[src/rtl/sha256_pkg.sv]
// Shared definitions for the SHA-256 digest sink slice: digest size,
// byte-index type and the capture FSM state encoding.
package sha256_pkg;

  localparam int unsigned DIGEST_BYTES = 32;
  localparam int unsigned AW           = 5;

  typedef logic [AW-1:0] byte_idx_t;

  typedef enum logic {
    COLLECT = 1'b0,
    DONE    = 1'b1
  } state_e;

endpackage

[src/rtl/digest_byte_buf.sv]
// digest_byte_buf: DEPTH x 8 register file with one synchronous write port
// and one read port. HAS_RESET selects an async active-low clear of the
// storage and read register; RD_REG selects registered (1) or direct (0) read.
module digest_byte_buf #(
  parameter int unsigned DEPTH     = 32,
  parameter int unsigned AW        = 5,
  parameter bit          HAS_RESET = 1'b1,
  parameter bit          RD_REG    = 1'b1
) (
  input  logic          clk,
  input  logic          reset_n,
  input  logic          we,
  input  logic [AW-1:0] waddr,
  input  logic [7:0]    wdata,
  input  logic [AW-1:0] raddr,
  output logic [7:0]    rdata
);

  logic [7:0] mem_q [DEPTH];
  logic [7:0] mem_d [DEPTH];
  logic [7:0] rdata_q;
  logic [7:0] rdata_d;

  // Next-state of the storage: single byte write when we is high.
  always_comb begin
    mem_d = mem_q;
    if (we) begin
      mem_d[waddr] = wdata;
    end
  end

  // Read sees the pre-write contents, so a same-cycle write/read returns the old byte.
  always_comb begin
    rdata_d = mem_q[raddr];
  end

  if (HAS_RESET) begin : g_rst
    // Storage and read register with asynchronous clear.
    always_ff @(posedge clk or negedge reset_n) begin
      if (!reset_n) begin
        mem_q   <= '{default: '0};
        rdata_q <= '0;
      end else begin
        mem_q   <= mem_d;
        rdata_q <= rdata_d;
      end
    end
  end else begin : g_norst
    logic unused_reset_n;
    assign unused_reset_n = reset_n;

    // Storage and read register without reset.
    always_ff @(posedge clk) begin
      mem_q   <= mem_d;
      rdata_q <= rdata_d;
    end
  end

  assign rdata = RD_REG ? rdata_q : rdata_d;

endmodule

[src/rtl/sha256_digest_sink.sv]
// sha256_digest_sink: collects the 32-byte serial digest from the SHA-256
// core into a byte-addressable buffer, flags completion and late bytes.
// Optional expected-digest compare is built when SHA256_DIGEST_CMP_EN is
// defined; otherwise exp_in/exp_we are ignored and match stays 0.
module sha256_digest_sink
  import sha256_pkg::*;
#(
  parameter int unsigned DIGEST_BYTES = sha256_pkg::DIGEST_BYTES,
  parameter int unsigned AW           = sha256_pkg::AW
) (
  input  logic          clk,
  input  logic          reset_n,
  input  logic [7:0]    hash_in,
  input  logic          hash_valid,
  input  logic          clear,
  input  logic [7:0]    exp_in,
  input  logic          exp_we,
  input  logic [AW-1:0] rd_addr,
  output logic [7:0]    rd_data,
  output logic [AW:0]   byte_cnt,
  output logic          done,
  output logic          match,
  output logic          overflow
);

  localparam int unsigned   CW       = AW + 1;
  localparam logic [CW-1:0] CNT_FULL = CW'(DIGEST_BYTES);
  localparam logic [CW-1:0] CNT_LAST = CW'(DIGEST_BYTES - 1);
  localparam logic [CW-1:0] CNT_ONE  = CW'(1);

  state_e        state_q, state_d;
  logic [CW-1:0] byte_cnt_q, byte_cnt_d;
  logic          done_q, done_d;
  logic          match_q, match_d;
  logic          overflow_q, overflow_d;
  logic          mismatch_q, mismatch_d;

  logic          cap_we;
  logic [AW-1:0] cap_idx;
  logic          cmp_diff;

  assign cap_idx = byte_cnt_q[AW-1:0];

  digest_byte_buf #(
    .DEPTH    (DIGEST_BYTES),
    .AW       (AW),
    .HAS_RESET(1'b1),
    .RD_REG   (1'b1)
  ) u_cap_buf (
    .clk    (clk),
    .reset_n(reset_n),
    .we     (cap_we),
    .waddr  (cap_idx),
    .wdata  (hash_in),
    .raddr  (rd_addr),
    .rdata  (rd_data)
  );

`ifdef SHA256_DIGEST_CMP_EN
  localparam bit CMP_EN = 1'b1;

  logic [AW-1:0] exp_ptr_q, exp_ptr_d;
  logic [7:0]    exp_byte;

  // Expected-byte write pointer: wraps modulo the digest size, restarted by clear.
  always_comb begin
    exp_ptr_d = exp_ptr_q;
    if (clear) begin
      exp_ptr_d = '0;
    end else if (exp_we) begin
      exp_ptr_d = exp_ptr_q + AW'(1);
    end
  end

  // Expected-byte pointer register.
  always_ff @(posedge clk or negedge reset_n) begin
    if (!reset_n) begin
      exp_ptr_q <= '0;
    end else begin
      exp_ptr_q <= exp_ptr_d;
    end
  end

  // Direct read so the compare sees the expected byte as stored in the capture cycle.
  digest_byte_buf #(
    .DEPTH    (DIGEST_BYTES),
    .AW       (AW),
    .HAS_RESET(1'b0),
    .RD_REG   (1'b0)
  ) u_exp_buf (
    .clk    (clk),
    .reset_n(reset_n),
    .we     (exp_we),
    .waddr  (exp_ptr_q),
    .wdata  (exp_in),
    .raddr  (cap_idx),
    .rdata  (exp_byte)
  );

  assign cmp_diff = (exp_byte != hash_in);
`else
  localparam bit CMP_EN = 1'b0;

  logic unused_exp;
  assign unused_exp = ^{exp_in, exp_we};
  assign cmp_diff   = 1'b0;
`endif

  // Capture FSM next-state: byte accept, saturating count, sticky flags, clear priority.
  always_comb begin
    state_d    = state_q;
    byte_cnt_d = byte_cnt_q;
    done_d     = done_q;
    match_d    = match_q;
    overflow_d = overflow_q;
    mismatch_d = mismatch_q;
    cap_we     = 1'b0;
    if (clear) begin
      state_d    = COLLECT;
      byte_cnt_d = '0;
      done_d     = 1'b0;
      match_d    = 1'b0;
      overflow_d = 1'b0;
      mismatch_d = 1'b0;
    end else begin
      case (state_q)
        COLLECT: begin
          if (hash_valid) begin
            cap_we     = 1'b1;
            mismatch_d = mismatch_q | cmp_diff;
            if (byte_cnt_q != CNT_FULL) begin
              byte_cnt_d = byte_cnt_q + CNT_ONE;
            end
            if (byte_cnt_q == CNT_LAST) begin
              state_d = DONE;
              done_d  = 1'b1;
              match_d = CMP_EN & ~mismatch_d;
            end
          end
        end
        DONE: begin
          if (hash_valid) begin
            overflow_d = 1'b1;
          end
        end
        default: begin
          state_d = COLLECT;
        end
      endcase
    end
  end

  // Capture FSM state and registered outputs.
  always_ff @(posedge clk or negedge reset_n) begin
    if (!reset_n) begin
      state_q    <= COLLECT;
      byte_cnt_q <= '0;
      done_q     <= 1'b0;
      match_q    <= 1'b0;
      overflow_q <= 1'b0;
      mismatch_q <= 1'b0;
    end else begin
      state_q    <= state_d;
      byte_cnt_q <= byte_cnt_d;
      done_q     <= done_d;
      match_q    <= match_d;
      overflow_q <= overflow_d;
      mismatch_q <= mismatch_d;
    end
  end

  assign byte_cnt = byte_cnt_q;
  assign done     = done_q;
  assign match    = match_q;
  assign overflow = overflow_q;

endmodule
[config.mk]
export PLATFORM = sky130hd
export DESIGN_NAME = sha256_digest_sink
export DESIGN_NICKNAME = d
export VERILOG_FILES = /design/src/rtl/sha256_pkg.sv /design/src/rtl/digest_byte_buf.sv /design/src/rtl/sha256_digest_sink.sv
export SDC_FILE = /design/constraint.sdc
export NUM_CORES = 1
export LEC_CHECK = 0
export ABC_AREA = 1
export CORE_MARGIN = 4
export CORE_UTILIZATION = 44
export DETAILED_ROUTE_END_ITERATION = 8
export SLEW_MARGIN = 15
export SYNTH_ARGS = -nofsm -noshare
export SYNTH_HDL_FRONTEND = slang
export SYNTH_SLANG_ARGS = --single-unit
[constraint.sdc]
create_clock -name clk -period 1.7 [get_ports clk]
set_input_delay 0.34 -clock clk [delete_from_list [all_inputs] [get_ports clk]]
set_output_delay 0.34 -clock clk [all_outputs]
set_load 0.02 [all_outputs]
## Word level (Yosys, flattened, before mapping)

Index checks and enable logic that the tools add are counted.

- Bitwise logic cells: 2
- Order comparisons: 3
- Reduce and logical (&&, ||, !) cells: 8
- Mux-type cells: 28
- Add/subtract/negate cells: 1
- Equality and inequality tests: 3

Operator list:

| operator | count |
|---|---|
| bitwise mux 256 bit | 1 |
| binary-select mux 8 bit (select 5 bit) | 1 |
| demux 8 bit (select 5 bit) | 1 |
| two-way mux 6 bit | 4 |
| two-way mux 8 bit | 3 |
| two-way mux 1 bit | 18 |
| >= comparator 6 bit (second input constant) | 2 |
| inverter 5 -> 6 bit | 2 |
| nonzero test 2 bit | 4 |
| adder 6 x 1 -> 6 bit (second input constant) | 1 |
| equality test 6 x 5 -> 1 bit (second input constant) | 1 |
| < comparator 6 x 1 -> 1 bit (second input constant) | 1 |
| inequality test 6 bit (second input constant) | 1 |
| AND reduction 3 bit | 2 |
| inequality test 2 bit (second input constant) | 1 |
| AND reduction 2 bit | 1 |
| logical AND 1 bit | 1 |

- Register bits: 274

## Logic depth before layout (Yosys ltp)

Gate-level depths: netlist of the first run.

- Word-level depth: 6
- Mapped depth: 11
- Gate-level depth less buffers: 9

## Cells and area by module

From an unflattened synthesis of the first run, not the netlist that was laid out.

- Cell total of the unflattened synthesis: 1,576
- Area, all modules: 12,510.7 um2

By module, submodules not included:

| module | area an instance (um2) | times used | cells an instance | seq. area each (um2) |
|---|---|---|---|---|
| digest_byte_buf | 11,982.7 | 1 | 1,504 | 6,606.3 |
| sha256_digest_sink | 528.0 | 1 | 72 | 225.2 |

## Worst setup path before layout of the first run

No wires, ideal clock.

- Kind: flip-flop to flip-flop
- From: register byte_cnt_q[2], in the netlist byte_cnt[2]
- To: register u_cap_buf.mem_q[13] in the netlist's numbering
- Cell stages (with the launch flop): 8
- Data required time: 1.566 ns
- Period minus slack after synthesis: 1.727 ns
- Path slack: -0.027 ns
- Path buffers: 2
- Data arrival time: 1.593 ns
- Cells stage by stage: dfrtp_1 > buf_4 > inv_1 > nor2_1 > nand2_4 > buf_6 > nand2_1 > o21ai_2

- Cells in the longest elaborated chain, start to end: 6
- Elaborated cells between the ends (all ways): 7
- Classes of those cells: order compare: 2; mux: 3; bitwise: 1; reduce/logical: 1

Ends and longest elaborated chain:

| item | line | source |
|---|---|---|
| start, declared | sha256_digest_sink.sv:32 | `logic [CW-1:0] byte_cnt_q, byte_cnt_d;` |
| start signal, assigned | sha256_digest_sink.sv:164 | `byte_cnt_q <= byte_cnt_d;` |
| inverter 5 -> 6 bit (not written as such) (*) | digest_byte_buf.sv:28 | `mem_d[waddr] = wdata;` |
| >= comparator 6 bit (not written as such) / < comparator 6 x 1 -> 1 bit (equally long branches) | digest_byte_buf.sv:28 |  |
| logical AND 1 bit (not written as such) | digest_byte_buf.sv:28 |  |
| two-way mux 8 bit (not written as such) | digest_byte_buf.sv:28 |  |
| demux 8 bit (select 5 bit) (*) | digest_byte_buf.sv:28 |  |
| bitwise mux 256 bit (*) | digest_byte_buf.sv:28 |  |
| end signal, assigned | digest_byte_buf.sv:44 | `mem_q <= mem_d;` |
| end, declared | digest_byte_buf.sv:19 | `logic [7:0] mem_q [DEPTH];` |

Mark *: on every way between the ends. The rest lies on a longest branch, timed or not.
A chain may end at the register's enable or synchronous reset.

## Final worst setup path of the first run

- From: register byte_cnt_q[3], in the netlist byte_cnt[3]
- To: output byte_cnt[3]

RTL lines:

| item | line | source |
|---|---|---|
| end, declared | sha256_digest_sink.sv:20 | `output logic [AW:0] byte_cnt,` |

No word-level cell between the ends.

==> results of run 1 <==
-- cell type report --
cell class | count | area [um2]
timing repair buffer | 115 | 1460
multi-input combinational | 1152 | 5600
clock buffer | 45 | 888
clock inverter | 10 | 75.1
inverter | 30 | 135
sequential | 273 | 6830
fill | 2878 | 14200
tap | 390 | 488
-- per-stage QoR --
step	TNS (ns)	setup slack [ns]	hold slack, ns	power [mW]	area, um2
after global placement	-41.99	-0.229	0.291	8.88	14500
after global routing	-0.442	-0.0332	0.341	15.8	15500
final	0	0.0625	0.310	15.1	15500
after detailed placement	-48.08	-0.243	0.286	8.91	14500
after floorplan	0	0.0235	0.0444	8.14	13200
after CTS	0	0.00170	0.312	15.3	15500
-- cells in the mapped netlist, drive strengths merged --
master,count
clkbuf,64
nand4,3
a21oi,98
nor2,116
buf,47
inv,28
ha,4
dfrtp,273
conb,1
or2,1
nor3,4
clkinv,2
xor2,2
nand2,559
nand3,200
o21ai,164
-- metal layers --
| layer | part of all wire [%] | vias to the layer above |
|---|---|---|
| met3 | 3.5 | 44 |
| li1 | - | 5186 |
| met4 | 1.9 | 0 |
| met5 | 0 | - |
| met2 | 48 | 185 |
| met1 | 47 | 4947 |
-- state kept, by name, summed over array words and instances, names as in the netlist --
name             count
byte_cnt             6
done                 1
state_q              1
u_cap_buf.rdata      8
u_cap_buf.mem_q    256
overflow             1
-- worst paths after layout --
path	slack [ns]	cells past startpoint	end
max	0.06	1	byte_cnt[3]
min	0.31	2	u_cap_buf.mem_q[115]
max reg2reg	0.08	7	u_cap_buf.mem_q[12]
min reg2reg	0.48	2	u_cap_buf.mem_q[98]
max in group asynchronous	0.79	3	u_cap_buf.mem_q[251]
min in group clk	0.48	2	u_cap_buf.mem_q[98]
-- kinds of logic after synthesis --
kind of cell,Yosys count
and+or+nand+nor,883
DFF,273
AOI/OAI and AO/OA,262
buffers and inverters,141
adders and majority gates,4
xor gates and xnor gates,2
other,1
-- report_power, final --
group	leakage, nW	internal (mW)	switching (mW)
logic	3.21	0.622	1.06
registers	3.72	6.89	0.196
clock network	0.484	3.73	2.60
total	7.42	11.2	3.86
-- repair_timing --
item                                    4_1_cts  5_1_grt
endpoints found under the setup margin       16       27
hold buffers                                  1        0
hold endpoints to repair                     35        0
resized for setup                            21        7
==> run_results.csv, run 1 <==
group,metric,value,unit
clock_network,htreeDepth,1,
power,leakagePower,7.42,nW
placement,dp_cells,1959,
clock_network,cts_tree,"yes",
job,maxCapViolations,0,
run_status,status,"completed",
floorplanning,initial_core_util,44.6,%
floorplanning,io_pins,43,
timing,max_slew_margin,66.2,%
global_routing,gr-usage-met2,33.7,%
final_layout,nets,1632,
timing,setup_viol,0,
global_routing,track_usage,20.4,%
synthesis,synth_top_family_by_area,"simple AND/OR/NAND/NOR gates",
synthesis,synth_mux_area_share,0,%
floorplanning,core,29600,um2
synthesis,yosys_warnings,0,
synthesis,synthXorXnorAreaFrac,0.133,%
floorplanning,die_h,181,um
final_layout,num_antenna_cells,0,
placement,hpwlAfterDp,21.4,mm
timing,report.final.hold_viol_count,0,
global_routing,use_met1,29.4,%
synthesis,synth-compound-area-share,12.3,%
route,dr.pass1.iters,5,
synthesis,syn_nets,1596,
route,vias,10400,
synthesis,synth_seq_area_share,51.7,%
timing,rsz0062_at_grt,"yes",
global_routing,grt_max_degree,60,
timing,worst_clock_skew,0.00701,ns
synthesis,synthAdderAreaFrac,0.379,%
placement,place.gp.congestion,0.832,
clock_network,cts_buffer_depth,3,
floorplanning,die_w,181,um
synthesis,synth_top_area_share,51.7,%
route,remaining_drc_errors,0,
clock_network,cts_setup_buffers,0,
clock_network,clock_sinks,273,
setup_path,cp_top_family,"flip-flops",
clock_network,cts_buffers,30,
final_layout,final_util,52.2,%
setup_path,r2r_start,"byte_cnt[0]",
global_routing,antenna_found_initial,0,
global_routing,grt_pass1_wl,55.1,mm
synthesis,syn_inst,1566,
synthesis,syn_area_per_cell,8.44,um2
final_layout,drive_gt1_share,16.8,%
timing,period_needed,1.64,ns
floorplanning,rows,63,
global_routing,grt_use_met3,2.32,%
timing,finalCritPeriodShare,96.3,%
route,via_per_inst,5.14,
setup_path,cp_data_required_time,1.36,ns
route,drt_iter0_drc,661,
route,avgRoutedWirePerCell,16.5,um
synthesis,ys_ff_latch,273,
synthesis,synth.distinct_cells,28,
clock_network,insertion_delay,0.55,ns
power,vdd_drop_max,0.773,mV
final_layout,final_common_cell,"nand2_1",
setup_path,slowest_stage,"dfrtp_1",
synthesis,ys_top_cells_by_area,"dfrtp_1, nand2_1, nand3_1, o21ai_2, a21oi_1",
timing,slew_viol_final,0,
synthesis,syn-cell-area,13200,um2
route,final_antenna_net_count,0,
clock_network,clk_pin_slew_worst_paths,0.06,ns
worst_hold_path,min-delay-path-class,"in2async",
setup_path,max_stage_delay,0.41,ns
global_routing,grt-ovfl-total,0,
setup_path,crit_chain,"dlygate4sd2_1",
clock_network,root_buffer,"clkbuf_16",
placement,numPortBuffers,32,
global_routing,grt_pass1_vias,10100,
setup_path,cp_num_buf_inv,1,
route,wl,33.3,mm
timing,max_freq,0.611,GHz
setup_path,worstSetupPathType,"reg2out",
final_layout,final_cell_mix,"nand2_1, dfrtp_1, nand3_1",
setup_path,crit_path_start,"byte_cnt[3]",
synthesis,synth_simple_gate_area_share,29.4,%
setup_path,endpoint_kind,"output pin",
timing,worst_slew_pin_slew,0.506,ns
floorplanning,design.die.area,32900,um2
setup_path,cp_data_arrival_time,1.30,ns
setup_path,crit_fanout,4,
final_layout,area_growth,17.2,%
final_layout,final_cells,2015,
synthesis,synth_area_leader_cell,"dfrtp_1",
power,power_density,976,nW/um2
setup_path,start_kind,"flip-flop",
global_routing,grt-busiest-layer,"met2",
Power figures use the tool's default switching activity.
==> inputs of run 2 (changes only) <==
--- a/config.mk
+++ b/config.mk
@@ -9,6 +9,9 @@
 export CORE_MARGIN = 4
 export CORE_UTILIZATION = 44
 export DETAILED_ROUTE_END_ITERATION = 8
+export GPL_TIMING_DRIVEN = 0
+export MAX_ROUTING_LAYER = met4
+export SKIP_CTS_REPAIR_TIMING = 1
 export SLEW_MARGIN = 15
 export SYNTH_ARGS = -nofsm -noshare
 export SYNTH_HDL_FRONTEND = slang
==> run_results.csv, run 2 (synthesized netlist as in run 1, its figures left out) <==
group,metric,value,unit
run_status,status,"completed",
final_layout,final_common_cell,"nand2_1",
route,dr.pass1.iters,5,
floorplanning,io_pins,43,
timing,report.final.hold_viol_count,0,
clock_network,cts_buffer_depth,3,
final_layout,final_cell_mix,"nand2_1, dfrtp_1, nand3_1",
timing,max_freq,0.598,GHz
global_routing,grt_pass1_vias,10500,
final_layout,fillerInstances,2822,
route,via_per_inst,5.44,
setup_path,cp_data_required_time,2.11,ns
timing,max_slew_margin,26.3,%
route,avgRoutedWirePerCell,20.1,um
job,maxCapViolations,0,
timing,fin_tns_setup,0,ns
global_routing,antenna_found_initial,0,
final_layout,regMostFlops,"u_cap_buf.mem_q",
placement,place.gp.congestion,0.893,
global_routing,grt_pass1_wl,63.0,mm
timing,worst_clock_skew,0.0121,ns
timing,finalWorstSetupSlack,0.0278,ns
clock_network,cts_tree,"yes",
route,remaining_drc_errors,0,
setup_path,cp_data_arrival_time,2.08,ns
floorplanning,initial_core_util,44.6,%
placement,numPortBuffers,29,
clock_network,clock_sinks,273,
setup_path,crit_fanout,10,
global_routing,track_usage,25.4,%
power,vdd_drop_max,0.692,mV
final_layout,largest_reg_flops,256,
setup_path,r2r_start,"byte_cnt[2]",
clock_network,cts_buffers,31,
setup_path,ff2ff_path_depth,8,
timing,rsz0062_at_grt,"yes",
placement,hpwlAfterDp,28.7,mm
clock_network,insertion_delay,0.55,ns
clock_network,clk_pin_slew_worst_paths,0.06,ns
final_layout,area_growth,18.7,%
setup_path,max_stage_delay,0.39,ns
timing,worst_slew_pin_slew,1.11,ns
route,drt_iter0_drc,1071,
route,wl_met1,18.7,mm
floorplanning,rows,63,
route,vias,11200,
power,power_density,978,nW/um2
placement,place_ws,-1.18,ns
route,dr_wl_met2,18.3,mm
setup_path,critPathMostFrequentCell,"buf_6",
setup_path,cp_top_family,"buffers and inverters",
setup_path,cp_num_buf_inv,4,
setup_path,path_depth,8,
final_layout,nets,1682,
power,leakagePower,7.75,nW
worst_hold_path,min-delay-path-class,"in2async",
setup_path,crit_chain,"buf_6 > clkinvlp_4 > buf_6 > nor2_4 > nand2_4 > buf_12 > nand2_2 > o21ai_2",
clock_network,root_buffer,"clkbuf_16",
setup_path,slowest_stage,"dfrtp_1",
floorplanning,design.die.area,32900,um2
floorplanning,die_w,181,um
final_layout,num_antenna_cells,0,
timing,finalCritPeriodShare,98.4,%
setup_path,start_kind,"flip-flop",
setup_path,r2r_setup_slack,0.03,ns
final_layout,multi_input_area,5710,um2
route,wl_met3,3.09,mm
setup_path,r2r_end,"u_cap_buf.mem_q[22]",
global_routing,grt_max_degree,106,
floorplanning,die_h,181,um
setup_path,worstSetupPathType,"reg2reg",
setup_path,worstSetupEndpoint,"u_cap_buf.mem_q[22]",
timing,period_needed,1.67,ns
setup_path,crit_path_start,"byte_cnt[2]",
timing,setup_viol,0,
route,final_antenna_net_count,0,
final_layout,seq_area,6840,um2
final_layout,drive_gt1_share,18.1,%
route,wl,41.4,mm
timing,slew_viol_final,0,
global_routing,grt-ovfl-total,0,
clock_network,htreeDepth,1,
setup_path,endpoint_kind,"flip-flop",
route,routed.top_layer,"met4",
floorplanning,core,29600,um2
[run 2: stage by stage]
step / instances / power, mW / utilization (%) / hold slack, ns / cell area, um2
after floorplan: 1566 / 8.14 / - / 0.0444 / 13200
after global placement: 1985 / 8.83 / 47.2 / 0.464 / 14000
after detailed placement: 1988 / 8.88 / 47.5 / 0.170 / 14100
after CTS: 2042 / 15.4 / 50.8 / -0.415 / 15100
after global routing: 2063 / 15.9 / 52.9 / 0.213 / 15700
final: 2063 / 15.3 / 52.9 / 0.199 / 15700
[run 2: how the worst min path moves through the flow]
stage                         start                   end  slack, ns  cells after the start
6_report                    reset_n  u_cap_buf.mem_q[106]       0.20                      2
5_1_grt                     reset_n   u_cap_buf.mem_q[59]       0.21                      2
2_1_floorplan               reset_n           byte_cnt[0]       0.04                      0
3_5_place_dp                reset_n  u_cap_buf.mem_q[106]       0.17                      1
3_3_place_gp   u_cap_buf.mem_q[158]  u_cap_buf.mem_q[158]       0.46                      2
4_1_cts                     reset_n  u_cap_buf.mem_q[106]      -0.42                      1
[run 2: final cells by class]
class | instances | share of cell area (%)
buffer | 111 | 5.49
clock buffer | 54 | 6.26
inverter | 30 | 1.01
multi-input combinational | 1152 | 36.4
sequential | 273 | 43.6
tap | 390 | 3.11
timing repair buffer | 53 | 4.12
[run 2: where the power goes]
part | switching [mW] | internal (mW) | leakage (nW)
Combinational | 1.18 | 0.565 | 3.55
Clock | 2.64 | 3.85 | 0.481
Sequential | 0.219 | 6.89 | 3.72
[run 2: layer usage]
metal,global-route usage (%),up-vias
met5,-,-
li1,-,5288
met3,4.35,76
met4,7.42,0
met1,36.7,5455
met2,37.0,398
==> inputs of run 3 (changes only) <==
==> constraint.sdc (replaced) <==
create_clock -name clk -period 2 [get_ports clk]
set_input_delay 0.4 -clock clk [delete_from_list [all_inputs] [get_ports clk]]
set_output_delay 0.4 -clock clk [all_outputs]
set_load 0.02 [all_outputs]
==> run_results.csv, run 3 (synthesized netlist as in run 1, its figures left out) <==
group,metric,value,unit
run_status,status,"completed",
timing,worst_clock_skew,0.0148,ns
setup_path,cp_top_family,"buffers and inverters",
clock_network,cts_tree,"yes",
power,leakagePower,7.32,nW
route,final_antenna_net_count,0,
placement,hpwlAfterDp,28.8,mm
timing,report.final.hold_viol_count,0,
route,remaining_drc_errors,0,
global_routing,grt_pass1_wl,63.3,mm
placement,dp_cells,1988,
global_routing,grt_pass1_vias,10400,
timing,period_needed,1.95,ns
power,vdd_drop_max,0.621,mV
final_layout,final_cell_mix,"nand2_1, dfrtp_1, nand3_1",
floorplanning,die_w,181,um
global_routing,grt-ovfl-total,0,
floorplanning,initial_core_util,44.6,%
floorplanning,die_h,181,um
final_layout,largest_reg_flops,256,
setup_path,max_stage_delay,0.62,ns
timing,worst_slew_pin_slew,1.08,ns
final_layout,fillerInstances,2890,
setup_path,cp_data_arrival_time,1.55,ns
timing,slew_viol_final,0,
clock_network,cts_buffers,30,
clock_network,clock_sinks,273,
clock_network,insertion_delay,0.56,ns
setup_path,crit_fanout,2,
timing,max_freq,0.513,GHz
route,vias,11100,
power,power_density,845,nW/um2
route,avgRoutedWirePerCell,20.0,um
timing,max_slew_margin,28.1,%
route,dr.pass1.iters,8,
route,drt_iter0_drc,1246,
setup_path,cp_num_buf_inv,1,
timing,finalWorstSetupSlack,0.0509,ns
global_routing,track_usage,25.3,%
final_layout,final_cells,2042,
global_routing,antenna_found_initial,0,
setup_path,cp_data_required_time,1.60,ns
power,power,12.8,mW
placement,numPortBuffers,29,
setup_path,worstSetupPathType,"reg2out",
final_layout,area_growth,14.7,%
final_layout,final_common_cell,"nand2_1",
placement,place_ws,-0.838,ns
clock_network,root_buffer,"clkbuf_16",
final_layout,regMostFlops,"u_cap_buf.mem_q",
worst_hold_path,min-delay-path-class,"in2reg",
timing,finalCritPeriodShare,97.5,%
clock_network,clk_pin_slew_worst_paths,0.06,ns
placement,place.gp.congestion,0.945,
floorplanning,rows,63,
setup_path,start_kind,"flip-flop",
floorplanning,core,29600,um2
route,wl,40.9,mm
final_layout,final_util,51.1,%
global_routing,grt_max_degree,101,
floorplanning,design.die.area,32900,um2
final_layout,num_antenna_cells,0,
setup_path,crit_chain,"clkdlybuf4s50_1",
final_layout,drive_gt1_share,16.1,%
clock_network,cts_buffer_depth,3,
final_layout,nets,1662,
timing,setup_viol,0,
floorplanning,io_pins,43,
setup_path,slowest_stage,"clkdlybuf4s50_1",
job,maxCapViolations,0,
route,via_per_inst,5.45,
setup_path,endpoint_kind,"output pin",
clock_network,htreeDepth,1,
-- run 3: cell count changes in the layout (fill, tap and decap cells not counted), sizes merged --
cell and delta:
buf -38, clkdlybuf4s50 +12, dlymetal6s2s -12, clkbuf +9
clkinv +5, inv +2, clkinvlp +1
-- run 3: through the flow --
step                TNS [ns]  hold WS [ns]  area [um2]
finish                     0         0.245       15200
global route        -0.00767         0.292       15200
CTS                    -3.01        -0.283       15000
detailed placement   -110.73         0.309       14100
global placement    -3267.74         0.464       14000
floorplan                  0         0.104       13200
-- run 3: worst paths after layout --
check / start / endpoint / slack, ns / depth (start not counted)
setup / recovery: byte_cnt[3] / byte_cnt[3] / 0.05 / 1
hold / removal: rd_addr[4] / u_cap_buf.rdata[7] / 0.25 / 3
setup reg to reg: byte_cnt[2] / u_cap_buf.mem_q[69] / 0.12 / 7
hold reg to reg: u_cap_buf.mem_q[37] / u_cap_buf.mem_q[37] / 0.48 / 2
max in group asynchronous: reset_n / u_cap_buf.mem_q[202] / 0.67 / 4
min in group asynchronous: reset_n / u_cap_buf.mem_q[111] / 0.34 / 2
-- run 3: final cells by class --
| class | count | area [um2] | area share (%) |
|---|---|---|---|
| Sequential cell | 273 | 6830 | 45.1 |
| Inverter | 30 | 133 | 0.875 |
| Buffer | 111 | 721 | 4.76 |
| Clock buffer | 44 | 905 | 5.97 |
| Multi-Input combinational cell | 1152 | 5610 | 37.0 |
| Clock inverter | 8 | 47.5 | 0.314 |
| Timing Repair Buffer | 34 | 420 | 2.77 |
| Tap cell | 390 | 488 | 3.22 |
-- run 3: routing by layer --
layer | up-vias | track usage [%] | share of wire (%)
met2 | 401 | 37.7 | 45
met5 | - | - | 0
met3 | 68 | 2.66 | 6.6
met1 | 5409 | 37.7 | 46
li1 | 5248 | - | -
met4 | 0 | 5.82 | 2.3
-- run 3: where the power goes --
| group | internal, mW | total (mW) | switching (mW) | leakage (nW) |
|---|---|---|---|---|
| Sequential | 5.86 | 6.04 | 0.181 | 3.72 |
| Combinational | 0.452 | 1.44 | 0.986 | 3.13 |
| Clock | 3.10 | 5.33 | 2.23 | 0.465 |
